$ cat src/rtl/data_mem_seq.sv
// 2^A x W data memory with a valid/ready request port, 1-cycle read responses
// and a one-word-per-cycle init engine. Optional macro: DMEM_WRITE_RESP_EN.
module data_mem_seq #(
    parameter int unsigned W         = 8,
    parameter int unsigned A         = 8,
    parameter int unsigned INIT_MODE = 1
) (
    input  logic         Clk,
    input  logic         ResetN,
    input  logic         Init,
    input  logic         ReqValid,
    output logic         ReqReady,
    input  logic         ReqWrite,
    input  logic [A-1:0] ReqAddr,
    input  logic [W-1:0] ReqData,
    output logic         RspValid,
    output logic [W-1:0] RspData,
    output logic         Busy
);

    localparam int unsigned DEPTH = 1 << A;

    typedef enum logic {
        ST_INIT,
        ST_IDLE
    } state_t;

    state_t       state, state_nxt;
    logic [A-1:0] cnt, cnt_nxt;
    logic [W-1:0] core [DEPTH];

    logic         accept;
    logic         we;
    logic [A-1:0] waddr;
    logic [W-1:0] wdata;
    logic [W-1:0] fill_word;

    assign fill_word = (INIT_MODE == 1) ? W'(cnt) : '0;
    assign Busy      = (state == ST_INIT);

    always_ff @(posedge Clk) begin
        if (!ResetN) begin
            state <= ST_INIT;
            cnt   <= '0;
        end else begin
            state <= state_nxt;
            cnt   <= cnt_nxt;
        end
    end

    // The single write port is shared: the fill engine owns it in INIT,
    // accepted stores own it in IDLE.
    always_comb begin
        state_nxt = state;
        cnt_nxt   = cnt;
        ReqReady  = 1'b0;
        accept    = 1'b0;
        we        = 1'b0;
        waddr     = ReqAddr;
        wdata     = ReqData;
        case (state)
            ST_INIT: begin
                we      = 1'b1;
                waddr   = cnt;
                wdata   = fill_word;
                cnt_nxt = cnt + A'(1);
                if (cnt == '1) begin
                    state_nxt = ST_IDLE;
                end
            end
            ST_IDLE: begin
                ReqReady = !Init;
                accept   = ReqValid && !Init;
                we       = accept && ReqWrite;
                if (Init) begin
                    state_nxt = ST_INIT;
                    cnt_nxt   = '0;
                end
            end
            default: begin
                state_nxt = ST_INIT;
                cnt_nxt   = '0;
            end
        endcase
    end

    always_ff @(posedge Clk) begin
        if (ResetN && we) begin
            core[waddr] <= wdata;
        end
    end

    always_ff @(posedge Clk) begin
        if (!ResetN) begin
            RspValid <= 1'b0;
            RspData  <= '0;
        end else begin
`ifdef DMEM_WRITE_RESP_EN
            RspValid <= accept;
            if (accept) begin
                RspData <= ReqWrite ? ReqData : core[ReqAddr];
            end
`else
            RspValid <= accept && !ReqWrite;
            if (accept && !ReqWrite) begin
                RspData <= core[ReqAddr];
            end
`endif
        end
    end

endmodule

$ cat config.mk
export PLATFORM = sky130hd
export DESIGN_NAME = data_mem_seq
export DESIGN_NICKNAME = d
export VERILOG_FILES = /design/src/rtl/data_mem_seq.sv
export SDC_FILE = /design/constraint.sdc
export NUM_CORES = 2
export LEC_CHECK = 0
export BUFFER_PORTS_ARGS = -buffer_cell sky130_fd_sc_hd__buf_2
export CAP_MARGIN = 20
export CORE_MARGIN = 2
export CORE_UTILIZATION = 55
export DETAILED_ROUTE_END_ITERATION = 10
export PLACE_DENSITY = 0.71
export SETUP_SLACK_MARGIN = 0.15
export SLEW_MARGIN = 30
export SYNTH_ARGS = -nofsm -noshare
export SYNTH_HDL_FRONTEND = slang
export SYNTH_SLANG_ARGS = --single-unit
$ cat constraint.sdc
create_clock -name Clk -period 5.25 [get_ports Clk]
set_input_delay 1.05 -clock Clk [delete_from_list [all_inputs] [get_ports Clk]]
set_output_delay 1.05 -clock Clk [all_outputs]
set_load 0.01 [all_outputs]
Yosys cells after proc, flatten, opt, wreduce, memory -nomap -nowiden:

Memory sizes are Yosys's and may differ from the RTL's. A register that Yosys moved wholly into a read port is not among the register bits.
Cells that the tools add are included.

* word-level logic and storage cells: 27
* bits of input ports: 21
* bits in writable memories: 2048
* output and inout bits: 11
* flip-flop bits (word level): 10
* memories kept: 1

* add/sub/neg operators: 1
* muxes and demuxes: 12
* reductions and logical operators: 7
* equality and inequality tests: 2
* bitwise operators: 1

Memory list
* core: words 256, bits a word 8, read ports 1, clocked after memory_dff 1, wr ports 1, line 30 `logic [W-1:0] core [DEPTH];`

Operator list (number)
* $mux W8: 3
* $pmux W8 S2: 1
* $add A8 B1 Y8 const B: 1
* $eq A8 B8 Y1 const B: 1
* $mux W1: 6
* $logic_and A1 B1 Y1: 4
* $pmux W1 S2: 2
* $logic_not A1 Y1: 3
* $ne A2 B2 Y1 const B: 1
* $not A1 Y1: 1

Depth between registers and ports, before layout:

* depth in word-level cells: 7
* depth in mapped cells: 12
* mapped depth without buffers: 7

Least setup slack after synthesis:

Ideal clock, no wire load.

* path type: register -> register
* start point: register state
* end point: memory core[0][7], data pin
* setup time: 0.557 ns
* buffers on the path: 4
* arrival time: 3.394 ns
* slack: 1.300 ns
* data required time: 4.693 ns
* stages on the path, launching flop included: 6
* clock period less this slack: 3.950 ns
* path through: dfxtp_1 clkbuf_1 clkbuf_1 clkbuf_1 buf_1 mux2_2

* word-level cells in the longest chain between the ends: 1

Ends and longest elaborated chain
* from (decl): line 28 `state_t state, state_nxt;`
* from (signal assigned): line 46 `state <= state_nxt;`
* $mux W8: line 61 `case (state)`
* via wdata[7]: line 35 `logic [W-1:0] wdata;`
* to (decl): line 30

The timed path passes the listed nets, and every way through them passes these cells.

Worst setup path in the final report:

* start point: register state
* end point: memory core[134][0] (enable)

* word-level cells in the longest chain between the ends: 5
* elaborated cells on any way between the ends: 6
* those cells by class: mux: 4; bitwise: 1; reduce/logical: 1

Ends and longest elaborated chain
* $not A1 Y1
* $pmux W1 S2: line 61
* $logic_and A1 B1 Y1: line 88 `if (ResetN && we) begin`
* $mux W1: line 88
* $mux W1 (implied by the code): line 89 `core[waddr] <= wdata;`

Several ways; a longest one is shown, not always the timed one.

==> flow_summary_export.csv <==
group,metric,value,unit
yosys,synth_edf_count,2048,
sta,worst_pin_slew,1.06,ns
placed_design,port_buffers,31,
setup_path,cpMaxStageDelayCell,"nor2_1",
cells_and_area,final_cell_mix,"2048 x edfxtp_1, 327 x mux2i_1, 324 x mux4_2, 296 x nor2_1, 202 x clkbuf_16",
power_and_ir_drop,internal_power,26.7,mW
setup_path,path_max_fanout,16,
setup_path,crit_cells,4,
sta,setup_tns,0,ns
sta,maxSlewHeadroom,29.2,%
run,maxCapViolations,0,
die,die_y,388,microns
clock_tree,cts_inserted_buffers,198,
min_path,min_path_cells,2,
setup_path,reg2regPathDepth,4,
power_and_ir_drop,pwr-share-comb,4.2,%
clock_tree,cts.sinks,2066,
routing,wl_met1,77500,microns
routing,vias,41900,
setup_path,critical_path_buf_inv_count,1,
routing,drc_errors,0,
global_routing,grt_pass1_vias,41000,
die,ios,32,
sta,setup_viol,0,
outcome,outcome,"finished clean",
die,die-area,151000,sq um
cells_and_area,register_area,61900,sq um
die,rows,140,
die,die_w,388,microns
routing,wl_met3,24300,microns
power_and_ir_drop,powerDensity,372,nW/um^2
setup_path,crit_path_end_kind,"flop",
min_path,hold_class,"input port to flop",
clock_tree,cts_root_buf,"clkbuf_16",
power_and_ir_drop,totalPowerFinal,33.6,mW
sta,fmax,0.249,GHz
sta,hold_slack,0.571,ns
yosys,ys_seq_elements,2066,
clock_tree,tritoncts,"built",
setup_path,cp.arrival,4.47,ns
routing,routed_wl,203000,microns
placed_design,dp_hpwl,126000,microns
yosys,ys_types,75,
setup_path,crit_type,"flop to flop",
routing,ant_nets,0,
yosys,synth_area,81200,sq um
cells_and_area,fillCellCount,9948,
power_and_ir_drop,p_leak,29.0,nW
global_routing,grtUsageTotal,26.9,%
sta,finalCritPeriodShare,76.6,%
global_routing,antenna_found_initial,8,
sta,fin_crit,4.02,ns
power_and_ir_drop,seqPwrFrac,53.6,%
clock_tree,cts.clk_slew.worst_paths,0.07,ns
yosys,synthArstFlopShare,0,%
yosys,syn_nets,4114,
yosys,synthFlopType,"edfxtp_1",
sta,hold_viol,0,
die,core-area,146000,sq um
clock_tree,clkLatencyLatePin,0.84,ns
sta,fin_skew,0.0473,ns
power_and_ir_drop,switching_share,20.7,%
clock_tree,hold_buffers,0,
cells_and_area,multi_input_area,17700,sq um
yosys,postSynthCellCount,4092,
sta,rsz0062_at_grt,"no",
power_and_ir_drop,ir_worst_vdd,0.000442,V
routing,wl_met2,93900,microns
setup_path,path_cells,"inv_1, o31ai_1, nand2_1, nor2_1",
routing,dr.pass1.iters,8,
clock_tree,cts_post_setup_buffers_inserted,0,
global_routing,grt_max_degree,144,
die,start_util,55.6,%
routing,vias_per_cell,6.62,
setup_path,cpPeakStageDelay,0.96,ns
global_routing,grt_pass1_wl,291000,microns
placed_design,gp_congestion,0.921,
global_routing,grt-ovfl-total,0,
clock_tree,cts_buffer_depth,3,
setup_path,worstPathRequired,5.70,ns
power_and_ir_drop,clkPwrFrac,42.2,%
cells_and_area,final_common_cell,"edfxtp_1",
routing,avgRoutedWirePerCell,32.0,microns
routing,drtIter0Drc,6030,
sta,finalMaxSlewViolations,0,
cells_and_area,nets,4271,
routing,highest_layer,"met5",
setup_path,start_kind,"flop",
setup_path,critPathTopFamily,"simple AND/OR/NAND/NOR gates",
power_and_ir_drop,p_switching,6.97,mW
cells_and_area,drive_gt1_share,19.4,%
yosys,seq_area_frac_synth,76.2,%
clock_tree,cts_resized,0,
sta,setup_ws,1.23,ns
placed_design,dp_slack,0.618,ns
clock_tree,cts.htree.levels,4,
yosys,synth_warnings,0,
cells_and_area,area_growth,11.2,%
yosys,avgSynthCellArea,19.8,sq um
==> state kept, by name, summed over array words and instances (netlist names) <==
name	flops
core	2048
state	1
RspData	8
cnt	8
RspValid	1
==> cell type report <==
type	instances	share of cell area (%)
tap	1917	2.66
clock buffer	238	5.75
clock inverter	125	1.38
antenna	2	0.00554
inverter	9	0.0402
multi-input combinational	1768	19.7
timing repair buffer	206	2.02
sequential	2066	68.5
==> cell families (layout without fill, tap and decap cells) <==
logic type | after synthesis | count (layout) | share of synthesized area (%)
and+or+nand+nor | 599 | 599 | 3.22
DFF | 2066 | 2066 | 76.2
other | 0 | 2 | 0
adders and majority gates | 1 | 1 | 0.0154
buffers and inverters | 258 | 578 | 2.17
muxes | 699 | 699 | 14.4
AOI/OAI and AO/OA | 469 | 469 | 4.03
==> metal layers <==
metal	global-route usage, %	vias up
met5	0	-
met4	8.98	10
met3	6.97	395
met2	40.9	2491
met1	38.4	21700
li1	-	17200
==> path summary, 6_finish.rpt <==
kind | startpoint | endpoint | slack (ns)
worst min-delay path | ResetN | cnt[5] | 0.57
worst max register to register | state | core[134][0] | 1.23
worst max-delay path | state | core[134][0] | 1.23
worst min register to register | RspData[5] | RspData[5] | 0.64
==> stage by stage <==
stage               cell area (sq um)  cells  util [%]
floorplan                       81200   4092         -
global placement                83700   5962      57.3
detailed placement              83800   5963      57.4
CTS                             90200   6326      61.8
global route                    90300   6329      61.8
finish                          90300   6331      61.8
==> worst register-to-register path, cell delays in order, from the launching register on <==
cell and delay, ns:
dfxtp_2 0.63, inv_1 0.39, o31ai_1 0.91, nand2_1 0.74
nor2_1 0.96
==> cell usage after synthesis, types with 5 or more instances <==
cell type  number  area [sq um]
o21ai_0        55           275
buf_12          7           140
nand3b_1        9          67.6
buf_8          18           270
a21oi_1        54           270
and3_1          8          50.1
buf_6          30           338
or3b_2          5          43.8
mux4_1         38           998
or3_1           8          50.1
a2111oi_0      12           105
or2_2           6          37.5
mux2i_1       327          3270
nor2_1        301          1130
mux2_2         10           113
mux4_2        324          7300
clkbuf_4        5          37.5
nor3_1         39           195
o22ai_1       109           682
nor2b_1         6          37.5
buf_1          11          41.3
a211oi_1       61           458
nand4_1        14          87.6
nand2b_1        7          43.8
buf_2          64           320
clkbuf_1       74           278
nand2_1       135           507
a221oi_1       15           131
inv_1           6          22.5
a31oi_1         9          56.3
dfxtp_1        18           360
nor3b_1         7          52.6
o221ai_1       48           420
buf_4          40           300
edfxtp_1     2048         61500
nand3_1        28           140
a22oi_1        63           473
and2_1         15          93.8
==> power by group through the flow <==
stage                     Clock, mW  Sequential (mW)  Combinational [mW]
final                          14.2             18.0                1.42
after global routing           14.9             18.0                1.47
after CTS                      14.3             18.0                1.40
after detailed placement          0             18.4                1.39
after global placement            0             18.4                1.38
after floorplan                   0             18.4               0.907
No activity file was read; power rests on OpenSTA's default activity.
